## src/rtl/uas_acc_seq_if.sv

```systemverilog
// uas_acc_seq_if
//   Bundles the command handshake and the uas operand/result bus used by
//   uas_acc_seq.
//   slave  : the accumulator controller (accepts commands, drives A/B/M,
//            consumes S/C4/V).
//   master : the command sender together with the uas adder/subtractor.
//   Signals:
//     in_valid/in_ready  command handshake
//     in_op, in_b        0 = add, 1 = subtract; 4-bit operand B
//     in_clr             clear command (overrides in_op/in_b)
//     out_valid          one-cycle completion pulse
//     uas_a/uas_b/uas_m  operands and mode toward uas
//     uas_s/uas_c4/uas_v sum, carry-out and signed overflow from uas
interface uas_acc_seq_if;
   logic       in_valid;
   logic       in_ready;
   logic       in_op;
   logic [3:0] in_b;
   logic       in_clr;
   logic       out_valid;
   logic [3:0] uas_a;
   logic [3:0] uas_b;
   logic       uas_m;
   logic [3:0] uas_s;
   logic       uas_c4;
   logic       uas_v;

   modport slave (
      input  in_valid, in_op, in_b, in_clr, uas_s, uas_c4, uas_v,
      output in_ready, out_valid, uas_a, uas_b, uas_m
   );

   modport master (
      output in_valid, in_op, in_b, in_clr, uas_s, uas_c4, uas_v,
      input  in_ready, out_valid, uas_a, uas_b, uas_m
   );
endinterface

```

## src/rtl/uas_acc_seq.sv

```systemverilog
// uas_acc_seq
//   Sequential accumulator controller wrapped around the combinational 4-bit
//   adder/subtractor uas. A command (add, subtract or clear) is accepted over
//   a valid/ready handshake. Add/sub commands register the operand and mode
//   onto the uas B/M inputs, let uas settle for one cycle, then commit S/C4/V
//   into the accumulator, carry flag and sticky overflow flag.
//   Ports:
//     clk, rst_n   clock (rising edge), asynchronous active-low reset
//     bus          uas_acc_seq_if.slave (handshake + uas bus)
//     acc          accumulator (also driven onto uas A)
//     acc_c        C4 of the last committed op (subtract: 1 = no borrow)
//     ovf_sticky   set by any committed op with V=1
//     op_count     committed add/sub count, saturating at CNT_MAX
//   Configuration macro:
//     UAS_ACC_SAT_EN  when defined, an overflowing commit loads the signed
//                     saturation limit toward the old accumulator sign
//                     instead of the wrapped sum.
module uas_acc_seq #(
   parameter logic [3:0] CNT_MAX = 4'd15
) (
   input  logic               clk,
   input  logic               rst_n,
   uas_acc_seq_if.slave       bus,
   output logic [3:0]         acc,
   output logic               acc_c,
   output logic               ovf_sticky,
   output logic [3:0]         op_count
);

   typedef enum logic [1:0] {
      IDLE = 2'd0,
      EXEC = 2'd1,
      DONE = 2'd2
   } state_t;

   state_t     state_r;
   logic [3:0] acc_r;
   logic       acc_c_r;
   logic       ovf_r;
   logic [3:0] cnt_r;
   logic [3:0] b_r;
   logic       m_r;
   logic       in_ready_r;
   logic       out_valid_r;

   logic [3:0] acc_nxt_s;
   logic [3:0] cnt_nxt_s;

   // Value the accumulator takes on an EXEC commit.
   always_comb begin
      acc_nxt_s = bus.uas_s;
`ifdef UAS_ACC_SAT_EN
      // On overflow the true result lies beyond the limit on the side of
      // the old accumulator sign, so clamp toward that sign.
      if (bus.uas_v) begin
         acc_nxt_s = acc_r[3] ? 4'b1000 : 4'b0111;
      end else begin
         acc_nxt_s = bus.uas_s;
      end
`endif
   end

   // Saturating increment of the committed-op counter.
   always_comb begin
      if (cnt_r < CNT_MAX) begin
         cnt_nxt_s = cnt_r + 4'd1;
      end else begin
         cnt_nxt_s = CNT_MAX;
      end
   end

   // Control FSM with registered handshake outputs and datapath registers.
   always_ff @(posedge clk or negedge rst_n) begin
      if (!rst_n) begin
         state_r     <= IDLE;
         acc_r       <= 4'd0;
         acc_c_r     <= 1'b0;
         ovf_r       <= 1'b0;
         cnt_r       <= 4'd0;
         b_r         <= 4'd0;
         m_r         <= 1'b0;
         in_ready_r  <= 1'b0;
         out_valid_r <= 1'b0;
      end else begin
         case (state_r)
            IDLE: begin
               // in_ready_r is low for the first cycle after reset release,
               // so acceptance is gated by the registered ready itself.
               if (bus.in_valid && in_ready_r) begin
                  in_ready_r <= 1'b0;
                  if (bus.in_clr) begin
                     acc_r       <= 4'd0;
                     acc_c_r     <= 1'b0;
                     ovf_r       <= 1'b0;
                     cnt_r       <= 4'd0;
                     out_valid_r <= 1'b1;
                     state_r     <= DONE;
                  end else begin
                     b_r     <= bus.in_b;
                     m_r     <= bus.in_op;
                     state_r <= EXEC;
                  end
               end else begin
                  in_ready_r <= 1'b1;
               end
            end
            EXEC: begin
               // uas has settled on acc/b_r/m_r during this cycle.
               acc_r       <= acc_nxt_s;
               acc_c_r     <= bus.uas_c4;
               ovf_r       <= ovf_r | bus.uas_v;
               cnt_r       <= cnt_nxt_s;
               out_valid_r <= 1'b1;
               state_r     <= DONE;
            end
            DONE: begin
               out_valid_r <= 1'b0;
               in_ready_r  <= 1'b1;
               state_r     <= IDLE;
            end
            default: begin
               out_valid_r <= 1'b0;
               in_ready_r  <= 1'b0;
               state_r     <= IDLE;
            end
         endcase
      end
   end

   assign bus.in_ready  = in_ready_r;
   assign bus.out_valid = out_valid_r;
   assign bus.uas_a     = acc_r;
   assign bus.uas_b     = b_r;
   assign bus.uas_m     = m_r;
   assign acc           = acc_r;
   assign acc_c         = acc_c_r;
   assign ovf_sticky    = ovf_r;
   assign op_count      = cnt_r;

endmodule

```

## src/flat_wrapper.sv

```systemverilog
// flat-port wrapper written by rule: the top's interface ports become plain ports
module uas_acc_seq_flat 
#(
   parameter logic [3:0] CNT_MAX = 4'd15
)
  (clk, rst_n, acc, acc_c, ovf_sticky, op_count, bus_in_valid, bus_in_op, bus_in_b, bus_in_clr, bus_uas_s, bus_uas_c4, bus_uas_v, bus_in_ready, bus_out_valid, bus_uas_a, bus_uas_b, bus_uas_m);
  uas_acc_seq_if bus_i ();
  input  logic clk;
  input  logic rst_n;
  output logic [3:0] acc;
  output logic acc_c;
  output logic ovf_sticky;
  output logic [3:0] op_count;
  input wire logic [$bits(bus_i.in_valid)-1:0] bus_in_valid;
  input wire logic [$bits(bus_i.in_op)-1:0] bus_in_op;
  input wire logic [$bits(bus_i.in_b)-1:0] bus_in_b;
  input wire logic [$bits(bus_i.in_clr)-1:0] bus_in_clr;
  input wire logic [$bits(bus_i.uas_s)-1:0] bus_uas_s;
  input wire logic [$bits(bus_i.uas_c4)-1:0] bus_uas_c4;
  input wire logic [$bits(bus_i.uas_v)-1:0] bus_uas_v;
  output wire logic [$bits(bus_i.in_ready)-1:0] bus_in_ready;
  output wire logic [$bits(bus_i.out_valid)-1:0] bus_out_valid;
  output wire logic [$bits(bus_i.uas_a)-1:0] bus_uas_a;
  output wire logic [$bits(bus_i.uas_b)-1:0] bus_uas_b;
  output wire logic [$bits(bus_i.uas_m)-1:0] bus_uas_m;
  assign bus_i.in_valid = bus_in_valid;
  assign bus_i.in_op = bus_in_op;
  assign bus_i.in_b = bus_in_b;
  assign bus_i.in_clr = bus_in_clr;
  assign bus_i.uas_s = bus_uas_s;
  assign bus_i.uas_c4 = bus_uas_c4;
  assign bus_i.uas_v = bus_uas_v;
  assign bus_in_ready = bus_i.in_ready;
  assign bus_out_valid = bus_i.out_valid;
  assign bus_uas_a = bus_i.uas_a;
  assign bus_uas_b = bus_i.uas_b;
  assign bus_uas_m = bus_i.uas_m;
  uas_acc_seq #(.CNT_MAX(CNT_MAX)) u_core (.clk(clk), .rst_n(rst_n), .bus(bus_i), .acc(acc), .acc_c(acc_c), .ovf_sticky(ovf_sticky), .op_count(op_count));
endmodule
```

## config.mk

```make
export PLATFORM = sky130hd
export DESIGN_NAME = uas_acc_seq_flat
export DESIGN_NICKNAME = d
export VERILOG_FILES = /design/src/rtl/uas_acc_seq_if.sv /design/src/rtl/uas_acc_seq.sv /design/src/flat_wrapper.sv
export SDC_FILE = /design/constraint.sdc
export NUM_CORES = 1
export LEC_CHECK = 0
export BUFFER_PORTS_ARGS = -buffer_cell sky130_fd_sc_hd__buf_2
export CAP_MARGIN = 20
export CORE_ASPECT_RATIO = 0.9
export CORE_MARGIN = 10
export CORE_UTILIZATION = 49
export DETAILED_ROUTE_END_ITERATION = 7
export PLACE_DENSITY = 0.86
export SKIP_LAST_GASP = 1
export SYNTH_ARGS = -nofsm -noshare
export SYNTH_HDL_FRONTEND = slang
export SYNTH_SLANG_ARGS = --single-unit
export TNS_END_PERCENT = 10
```

## constraint.sdc

```tcl
create_clock -name clk -period 3.7 [get_ports clk]
set_input_delay 0 -clock clk [delete_from_list [all_inputs] [get_ports clk]]
set_output_delay 0 -clock clk [all_outputs]
set_load 0.02 [all_outputs]
```

# Word level (Yosys, flattened, before mapping)
# Cells that the tools add are included.
# W data, S select, Z words.
[totals]
out_inout_bits = 21
inputBits = 15
wordCells = 40
reg_bits = 19
[op_classes]
magnitude_cmp = 1
n_addsub = 1
mux = 17
reduce_logical = 6
bitwise_logic = 2
eq_ne = 4
[op_table]
columns = ["operator", "count"]
rows = [
  ["$pmux W4 S2", 2],
  ["$mux W4", 3],
  ["$pmux W1 S2", 3],
  ["$reduce_and A3 Y1", 2],
  ["$mux W1", 5],
  ["$add A4 B1 Y4 const B", 1],
  ["$lt A4 B4 Y1 const B", 1],
  ["$mux W2", 2],
  ["$pmux W2 S2", 1],
  ["$pmux W1 S3", 1],
  ["$eq A2 B1 Y1 const B", 1],
  ["$eq A2 B2 Y1 const B", 1],
  ["$logic_not A2 Y1", 1],
  ["$ne A2 B1 Y1 const B", 1],
  ["$ne A2 B2 Y1 const B", 1],
  ["$reduce_and A2 Y1", 1],
  ["$reduce_bool A2 Y1", 1],
  ["$logic_and A1 B1 Y1", 1],
  ["$not A1 Y1", 1],
  ["$or A1 B1 Y1", 1],
]

# Depth between registers and ports, before layout
[logic_depth]
depth_word = 3
depth_mapped = 5
ltp_nobuf = 4

# Least setup slack after synthesis
# Ideal clock, no wire load.
[synth_timing]
path_type = "flip-flop to flip-flop"
from = "register u_core.in_ready_r, in the netlist u_core.bus.in_ready"
to = "register u_core.b_r[0], in the netlist u_core.bus.uas_b[0]"
synth_period_minus_slack_ps = 1464
slack_ps = 2236
path_buffers = 1
arrival_time_ps = 1339
path_stages_with_launch = 5
path_cell_list = "dfrtp_1 > nand3b_1 > or3_1 > buf_6 > mux2_4"
[synth_via]
elab_chain_cells = 2
[synth_rtl]
columns = ["item", "line_no", "text"]
rows = [
  ["from (decl)", "uas_acc_seq.sv:43", "logic in_ready_r;"],
  ["from (signal assigned)", "uas_acc_seq.sv:82", "in_ready_r <= 1'b0;"],
  ["from (signal assigned)", "uas_acc_seq.sv:90", "in_ready_r <= 1'b0;"],
  ["from (signal assigned)", "uas_acc_seq.sv:104", "in_ready_r <= 1'b1;"],
  ["$logic_and A1 B1 Y1", "uas_acc_seq.sv:89", "if (bus.in_valid && in_ready_r) begin"],
  ["$reduce_and A3 Y1 (no source line)", "--", ""],
  ["to (signal assigned)", "uas_acc_seq.sv:99", "b_r <= bus.in_b;"],
  ["to (decl)", "uas_acc_seq.sv:41", "logic [3:0] b_r;"],
]
# Every way passes these cells.
# A chain may end at the register's enable or synchronous reset.

# Worst setup path in the final report
[layout_timing]
from = "register u_core.state_r[1]"
to = "register u_core.b_r[2], in the netlist u_core.bus.uas_b[2]"
[layout_via]
elab_chain_cells = 2
[layout_rtl]
columns = ["item", "line_no", "text"]
rows = [
  ["from (decl)", "uas_acc_seq.sv:36", "state_t state_r;"],
  ["from (signal assigned)", "uas_acc_seq.sv:75", "state_r <= IDLE;"],
  ["from (signal assigned)", "uas_acc_seq.sv:97", "state_r <= DONE;"],
  ["from (signal assigned)", "uas_acc_seq.sv:101", "state_r <= EXEC;"],
  ["$logic_not A2 Y1", "uas_acc_seq.sv:85", "case (state_r)"],
  ["$reduce_and A3 Y1 (no source line)", "--", ""],
]
# Every way passes these cells.

==> results_dict.tcl <==
set metrics [dict create \
    finClkSkew_ns 0.00418 \
    path_max_fanout 8 \
    antenna_found_initial 0 \
    pwr-share-seq 0.428 \
    via_count 708 \
    endpoint_kind "flop" \
    status "finished, final reports clean" \
    post-route-period-util 0.431 \
    slowest_stage "or3_1" \
    yosys-top-cells-area "dfrtp_1 56%, mux2_4 8.9%, a22o_1 5.2%, a21oi_1 4.7%, buf_4 3.6%" \
    vdd_ir_drop_max_uv 455 \
    regToRegStartpoint "u_core.state_r[1]" \
    dp_hpwl_um 1440 \
    syn2layout_area_growth_pct 35.8 \
    tightest_slew_ns 0.407 \
    critPathBufInv 0 \
    maxSlewViolCount 0 \
    drc 0 \
    antennaDiodeCount 0 \
    syn_avg_cell_area_um2 11.9 \
    worst_path_dominant_cell_family "simple AND/OR/NAND/NOR gates" \
    timing_hold_violations_final 0 \
    cp.depth 3 \
    cts_max_level 1 \
    die_h_um 59.4 \
    p_clk_frac 0.133 \
    synth.yosys.seq_area_share 0.564 \
    power_switching_uw 301 \
    grt_usage 0.115 \
    cts_buffer_depth 2 \
    setup_viol 0 \
    mappedNetlistNets 87 \
    max_cap_violations 0 \
    combPwrFrac 0.438 \
    cts_setup_buffers 0 \
    ys_warn_count 0 \
    core_area_um2 1650 \
    die_area_um2 3780 \
    total_leakage_power_nw 0.609 \
    rows 14 \
    synth_top_cell_by_area "dfrtp_1" \
    syn_inst 71 \
    crit_path_start "u_core.state_r[1]" \
    regToRegEndpoint "u_core.bus.uas_b[2]" \
    root_buffer "clkbuf_4" \
    total_power_uw 762 \
    cp_cell_sequence "nand3b_1 > or3_1 > mux2_4" \
    antenna_left 0 \
    clk_latency_ns 0.29 \
    tns_ns 0 \
    wirelength_um 2090 \
    grt_max_degree 20 \
    fmax_mhz 626 \
    nNetsFinal 132 \
    drive_above_1_share 0.383 \
    grt_pass1_wl_um 3510 \
    p_int_uw 461 \
    swShare 0.396 \
    slew-limit-headroom 0.729 \
    cp.required_ns 3.88 \
    gp_congestion 0.840 \
    initial_core_util 0.512 \
    powerDensity_nw_per_um2 666 \
    setup.worst_path.end "u_core.bus.uas_b[2]" \
    hold_path.class "input pin to flop" \
    cts_tree "built" \
    yosysTopAreaCellShare 0.564 \
    cpPeakStageDelay_ns 0.48 \
    ys_types 24 \
    final_cell_area_um2 1140 \
    rsz0062_at_grt "no" \
    drt_iter0_markers 9 \
    via_per_inst 5.09 \
    numCtsBuffers 3 \
    synth_seq_cells 19 \
    final_common_cell "buf_2" \
    worstPathArrival_ns 1.78 \
    drtPass1Iterations 4 \
    postPlaceCellArea_um2 998 \
    num_io_pins 36 \
    die_w_um 63.7 \
    cts.sinks 19 \
    r2r_cells 3 \
    startpoint_type "flop" \
    period_needed_ns 1.60 \
    synth_area_um2 843 \
    layout_common_cells "35 x buf_2, 19 x dfrtp_1, 12 x dlygate4sd3_1" \
    crit_type "flop to flop" \
    clkTransAtPathRegs_ns 0.10 \
    grt_overflow 0 \
    grt_pass1_vias 704 \
    post_drt_wl_per_cell_um 15.0 \
    whs_ns 0.0886 \
    portBuffers 35 \
    reg2reg_slack_ns 2.10 \
]
-- tightest hold or removal path, delay by kind of cell --
family,cells,cell delay (ns)
simple gates,2,0.19
buf+inv,1,0.11
compound gates,1,0.05
-- power groups by stage --
stage / combinational (mW) / sequential, mW / clock (mW)
2_1_floorplan: 0.157 / 0.404 / 0
5_1_grt: 0.364 / 0.338 / 0.112
3_5_place_dp: 0.329 / 0.327 / 0
6_report: 0.334 / 0.326 / 0.102
4_1_cts: 0.338 / 0.326 / 0.103
3_3_place_gp: 0.324 / 0.325 / 0
-- Yosys cell counts --
master	n
a21oi_1	8
buf_6	1
nand2b_1	1
buf_4	4
nand2_1	3
a211oi_1	1
dfrtp_1	19
nand3_1	1
nand4b_1	2
nand3b_1	1
nor2_1	2
a21o_1	1
and2b_2	1
ha_1	1
or2_1	1
a31oi_1	2
or3_1	1
inv_1	5
o2bb2ai_1	1
a22o_1	5
nor3_1	3
mux2_4	5
clkbuf_1	1
buf_2	1
-- cell type report --
class	instances	area (um2)
clock buffers	4	26.3
multi-input cells	40	299
inverters	5	18.8
flip-flops and latches	19	475
repair buffers	47	295
fillers	135	502
well taps	24	30.0
-- per-stage QoR --
stage,setup WS (ns),instances,utilization
after floorplan,2.24,71,-
after global placement,2.18,123,0.606
after detailed placement,2.11,123,0.606
after CTS,2.09,139,0.695
after global routing,2.05,139,0.695
final,2.10,139,0.695
-- state kept, by name, summed over array words and instances, names as in the netlist --
register,count
u_core.bus.out_valid,1
u_core.bus.uas_b,4
u_core.bus.uas_m,1
u_core.acc,4
u_core.bus.in_ready,1
u_core.ovf_sticky,1
u_core.acc_c,1
u_core.state_r,2
u_core.op_count,4
-- routing by layer --
layer	GRT usage	part of all wire	up-vias
li1	-	-	336
met1	0.120	0.41	338
met2	0.209	0.50	30
met3	0.0548	0.087	4
met4	0.0187	0.0062	0
met5	0	0	-
-- how the worst min path moves through the flow --
stage                       startpoint             endpoint  slack, ns  cells after the start
after floorplan                  rst_n        u_core.acc[0]      -0.30                      0
after global placement           rst_n   u_core.op_count[0]      -0.05                      1
after detailed placement         rst_n   u_core.op_count[0]      -0.04                      1
after CTS                 bus_in_valid  u_core.bus.in_ready       0.09                      4
after global routing      bus_in_valid  u_core.bus.in_ready       0.11                      4
final                     bus_in_valid  u_core.bus.in_ready       0.09                      4
-- cell families after synthesis --
group,Yosys count,share of synthesized area
AO/OA/AOI/OAI,18,0.142
adder cells (fa/ha/maj),1,0.0148
buffers and inverters,12,0.0816
flip-flops,19,0.564
multiplexers,5,0.0890
AND/OR/NAND/NOR,16,0.108
-- repair_timing --
action	4_1_cts	5_1_grt
hold endpoints to repair	30	0
resized for setup	0	0
hold buffers	12	0
No activity file was read; power rests on OpenSTA's default activity.
